<file path="config.mk">
export PLATFORM = sky130hd
export DESIGN_NAME = if_id_pipe
export DESIGN_NICKNAME = d
export VERILOG_FILES = /design/src/rtl/if_id_pipe.sv
export SDC_FILE = /design/constraint.sdc
export NUM_CORES = 1
export LEC_CHECK = 0
export ABC_CLOCK_PERIOD_IN_PS = 2400
export CORE_MARGIN = 3
export CORE_UTILIZATION = 43
export CTS_CLUSTER_DIAMETER = 30
export DETAILED_ROUTE_END_ITERATION = 12
export PLACE_DENSITY_LB_ADDON = 0.15
export SLEW_MARGIN = 15
export SYNTH_ARGS = -nofsm -noshare
export SYNTH_HDL_FRONTEND = slang
export SYNTH_SLANG_ARGS = --single-unit
</file>
<file path="constraint.sdc">
create_clock -name clk -period 2.4 [get_ports clk]
set_input_delay 0.48 -clock clk [delete_from_list [all_inputs] [get_ports clk]]
set_output_delay 0.48 -clock clk [all_outputs]
set_load 0.05 [all_outputs]
</file>
<file path="src/rtl/if_id_pipe.sv">
// IF/ID pipeline register for the 5-stage MIPS pipeline: load-use interlock,
// control-flow flush and saturating stall/flush event counters.
module if_id_pipe #(
    parameter int unsigned CNT_WIDTH = 16,
    parameter logic [31:0] NOP       = 32'h0000_0000
) (
    input  logic                 clk,
    input  logic                 reset,
    input  logic [31:0]          Instruction_if,
    input  logic [31:0]          NextPC_if,
    input  logic                 Z,
    input  logic                 J,
    input  logic                 JR,
    input  logic                 MemRead_ex,
    input  logic [4:0]           Rt_ex,
    input  logic                 Hold,
    output logic                 PC_IFWrite,
    output logic [31:0]          Instruction_id,
    output logic [31:0]          NextPC_id,
    output logic                 Valid_id,
    output logic                 Bubble_id,
    output logic [CNT_WIDTH-1:0] StallCount,
    output logic [CNT_WIDTH-1:0] FlushCount
);

    logic [31:0]          r_instr;
    logic [31:0]          r_npc;
    logic                 r_valid;
    logic [CNT_WIDTH-1:0] r_stall_cnt;
    logic [CNT_WIDTH-1:0] r_flush_cnt;

    logic [5:0]           w_op;
    logic [4:0]           w_rs;
    logic [4:0]           w_rt;
    logic                 w_uses_rt;
    logic                 w_lu_hazard;
    logic                 w_redirect;
    logic                 w_pc_write;
    logic                 w_bubble;

    // Event counters hold at all-ones instead of wrapping.
    function automatic logic [CNT_WIDTH-1:0] sat_inc(input logic [CNT_WIDTH-1:0] v);
        if (&v) begin
            return v;
        end else begin
            return v + {{(CNT_WIDTH-1){1'b0}}, 1'b1};
        end
    endfunction

    assign w_op       = r_instr[31:26];
    assign w_rs       = r_instr[25:21];
    assign w_rt       = r_instr[20:16];
    assign w_redirect = Z | J | JR;

    // R-type, beq, bne and sw read rt as a source operand.
    always_comb begin
        w_uses_rt = 1'b0;
        case (w_op)
            6'h00, 6'h04, 6'h05, 6'h2B: w_uses_rt = 1'b1;
            default:                    w_uses_rt = 1'b0;
        endcase
    end

    assign w_lu_hazard = r_valid & MemRead_ex & (Rt_ex != 5'd0) &
                         ((Rt_ex == w_rs) | (w_uses_rt & (Rt_ex == w_rt)));

    // Fetch enable and decode bubble, prioritised Hold > redirect > hazard.
    always_comb begin
        w_pc_write = 1'b1;
        w_bubble   = 1'b0;
        if (Hold) begin
            w_pc_write = 1'b0;
            w_bubble   = 1'b0;
        end else if (w_redirect) begin
            w_pc_write = 1'b1;
            w_bubble   = 1'b0;
        end else if (w_lu_hazard) begin
            w_pc_write = 1'b0;
            w_bubble   = 1'b1;
        end else begin
            w_pc_write = 1'b1;
            w_bubble   = 1'b0;
        end
    end

    // Pipeline register and event counters.
    always_ff @(posedge clk or negedge reset) begin
        if (!reset) begin
            r_instr     <= NOP;
            r_npc       <= 32'h0000_0000;
            r_valid     <= 1'b0;
            r_stall_cnt <= {CNT_WIDTH{1'b0}};
            r_flush_cnt <= {CNT_WIDTH{1'b0}};
        end else if (Hold) begin
            r_instr     <= r_instr;
            r_npc       <= r_npc;
            r_valid     <= r_valid;
        end else if (w_redirect) begin
            // The held instruction is on the wrong path: squash it.
            r_instr     <= NOP;
            r_npc       <= NextPC_if;
            r_valid     <= 1'b0;
            r_flush_cnt <= sat_inc(r_flush_cnt);
        end else if (w_lu_hazard) begin
            r_stall_cnt <= sat_inc(r_stall_cnt);
        end else begin
            r_instr     <= Instruction_if;
            r_npc       <= NextPC_if;
            r_valid     <= 1'b1;
        end
    end

    assign PC_IFWrite     = w_pc_write;
    assign Bubble_id      = w_bubble;
    assign Instruction_id = r_instr;
    assign NextPC_id      = r_npc;
    assign Valid_id       = r_valid;
    assign StallCount     = r_stall_cnt;
    assign FlushCount     = r_flush_cnt;

endmodule

</file>
==> results.md <==
- Status: finished, final reports clean
- Maximum clock path buffer count: 2
- Placed cells: 617
- Boundary Pins: 175
- Lkg Pwr: 2.88 nW
- Number of antenna cells inserted: 0
- Ys Warns: 0
- CTS Sinks: 97
- Arr. time, crit path: 1.88 ns
- Routability congestion estimate: 0.800
- Site Rows: 35
- CTS tree: yes
- Hold Crit Class: input pin to asynchronous set/reset pin
- Setup WS post-layout: 0.0441 ns
- Worst vdd ir: 0.682 mV
- Avg Inst Size Synth: 14.1 um^2
- Post-synth ARST share: 100%
- Final period util: 98.2%
- Slew of the pin with the lowest slew margin: 0.653 ns
- Largest net degree at the start of global routing: 52
- Crit start category: input pin
- Via count: 3139
- Port Buf Inserts: 174
- Initial Utilization: 45.3%
- RSZ-0062 raised after global routing: yes
- Synth Flop Type: dfrtp_1
- Crit-path cells: clkdlybuf4s50_1, nor3_2, nand3_1, a21oi_2, o21ai_4, nand2_4, inv_6, buf_12
- Clock Pin Slew Worst Setup and Hold Paths: 0.10 ns
- Die outline area: 0.0112 mm^2
- Mapped Cells: 305
- Wirelength per Cell: 16.3 um
- Syn_nets: 383
- Yosys reg bits: 97
- GR Overflow Total: 0
- Worst R2R Path Depth: 8
- Cell taking the most area after synthesis: dfrtp_1
- Die Ht: 106 um
- Kind of end point of the critical path: output port
- Final setup violating endpoints: 0
- Post-synthesis cell area: 0.00429 mm^2
- Fin. Hold Viols: 0
- Crit path max fanout: 8
- Yosys cell types: 40
- Residual DRC: 0
- Area fraction of the dominant cell type after synthesis: 56.6%
- Core area: 0.00946 mm^2
- Area Overhead vs Synth: 52.9%
- Setup CP Type: input pin to output port
- First-pass GRT wire length: 17100 um
- Finished Layout Cells: 637
- Post-DP HPWL: 7850 um
- TNS Setup: 0 ns
- Final Slew Violations: 0
- Post-Place Setup Slack: -0.179 ns
- Count leader, synth: dfrtp_1
- Min Clock Period, post-route: 2.36 ns
- Later-pin clock latency in the skew report: 0.35 ns
- Maximum clock frequency: 424 MHz
- Reg2reg end: StallCount[1]
- CTS root buf: clkbuf_8
- Antenna viol nets, final: 0
- Dominant cells by area after synthesis: dfrtp_1, mux2_4, a22o_1
- Layout cell share with drive strength beyond 1: 18.1%
- Worst R2R Start: Instruction_id[19]
- Initial antenna violation count: 0
- CP peak stage delay: 0.42 ns
- PD cells: 636 mW/mm^2
- Drt total wl: 10400 um
- CP required: 1.92 ns
- Critical-path top delay cell: clkdlybuf4s50_1
- Max-Cap Viols: 0
- Relative slew slack: 56.5%
- Synth cell count leaders: dfrtp_1, a22o_1, mux2_4, xnor2_1, nand3_1
- H-tree Lvls: 3
- Post-synth EDFFs: 0
- Die Span X: 106 um
- Vias in the first global route: 3332
- NumNets Final: 581
- DRT Pass-1 Iters: 4
- Sequential share of the synthesized area: 56.6%
- Number of buffers created by CTS: 9
- Via density: 4.93
- FF-to-FF setup slack: 0.26 ns
- Clock skew: 0.0156 ns
- Overall Global Routing Usage: 19.0%
- Iteration-0 DRC Markers: 75
-- timing repair --
action,4_1_cts,5_1_grt
setup endpoints to repair,2,2
hold buffers,0,0
setup buffers,3,1
pin swaps,4,3
gates resized for setup,11,2
-- cells in the final DEF (no fill, tap or decap), drive strengths merged --
cell | netlist | final
clkdlybuf4s50 | 0 | 166
dfrtp | 97 | 97
mux2 | 35 | 35
a22o | 32 | 32
xnor2 | 28 | 28
buf | 11 | 27
nand3 | 14 | 14
nand4 | 13 | 13
and3 | 13 | 13
nand2 | 12 | 12
clkbuf | 0 | 11
xor2 | 10 | 10
nor3 | 9 | 9
dlygate4sd2 | 0 | 5
inv | 3 | 4
nor4 | 4 | 4
a21oi | 4 | 4
nor2 | 3 | 3
and4 | 3 | 3
ha | 2 | 2
clkinvlp | 0 | 2
nand2b | 1 | 1
mux2i | 1 | 1
o21ai | 1 | 1
o211a | 1 | 1
and2 | 1 | 1
a41oi | 1 | 1
o21a | 1 | 1
a31oi | 1 | 1
or3 | 1 | 1
and4bb | 1 | 1
or2 | 1 | 1
a2111oi | 1 | 1
bufinv | 0 | 1
clkinv | 0 | 1
-- power breakdown --
group,internal (W),switching (W)
sequential,0.00176,0.000123
combinational,0.000495,0.000692
clock,0.000545,0.000554
total,0.00280,0.00137
-- per-stage QoR --
step	power [W]	hold WS [ns]	util (%)	cell area, um^2
after CTS	0.00422	0.161	69.2	6540
after global placement	0.00309	0.466	66.3	6270
final	0.00417	0.143	69.3	6560
after global routing	0.00436	0.190	69.3	6560
after floorplan	0.00260	0.184	-	4290
after detailed placement	0.00310	0.475	66.3	6270
-- cells by family (layout without fill, tap and decap cells) --
| group | after synthesis | count (layout) | synth area share [%] |
|---|---|---|---|
| mux | 36 | 36 | 12.0 |
| xor+xnor | 38 | 38 | 7.76 |
| fa+ha+maj | 2 | 2 | 0.583 |
| buf+inv | 14 | 217 | 2.95 |
| simple gates | 76 | 76 | 11.2 |
| flops | 97 | 97 | 56.6 |
| compound gates | 42 | 42 | 8.96 |
-- flip-flops by register name (all words and copies together) (netlist names) --
signal          flops
FlushCount         16
Instruction_id     32
NextPC_id          32
StallCount         16
Valid_id            1
-- layer usage --
layer | track usage [%] | wire (um) | vias up
met4 | 4.90 | 141 | 0
met2 | 31.2 | 4970 | 112
met3 | 4.53 | 686 | 14
met5 | 0 | 0 | -
li1 | - | - | 1505
met1 | 25.5 | 4590 | 1508
-- how the worst max path moves through the flow --
stage,from,end,slack [ns],depth (start not counted)
after floorplan,Instruction_id[28],PC_IFWrite,0.10,7
after global placement,Rt_ex[2],Bubble_id,-0.12,7
after detailed placement,Rt_ex[2],StallCount[3],-0.18,8
after CTS,Instruction_id[27],PC_IFWrite,0.008,7
after global routing,Instruction_id[19],PC_IFWrite,-0.06,7
final,J,PC_IFWrite,0.04,8
-- worst max-delay path, delay by kind of cell --
family,cells,cell delay [ns]
AND/OR/NAND/NOR,3,0.47
AO/OA/AOI/OAI,2,0.31
buffers and inverters,3,0.61
-- final cells by class --
| class | count | area [um^2] |
|---|---|---|
| Fill cell | 746 | 2900 |
| Timing Repair Buffer | 198 | 1960 |
| Multi-Input combinational cell | 194 | 1780 |
| Sequential cell | 97 | 2430 |
| Clock inverter | 5 | 62.6 |
| Inverter | 3 | 16.3 |
| Tap cell | 129 | 161 |
| Clock buffer | 11 | 151 |
(Power assumes the default switching activity.)
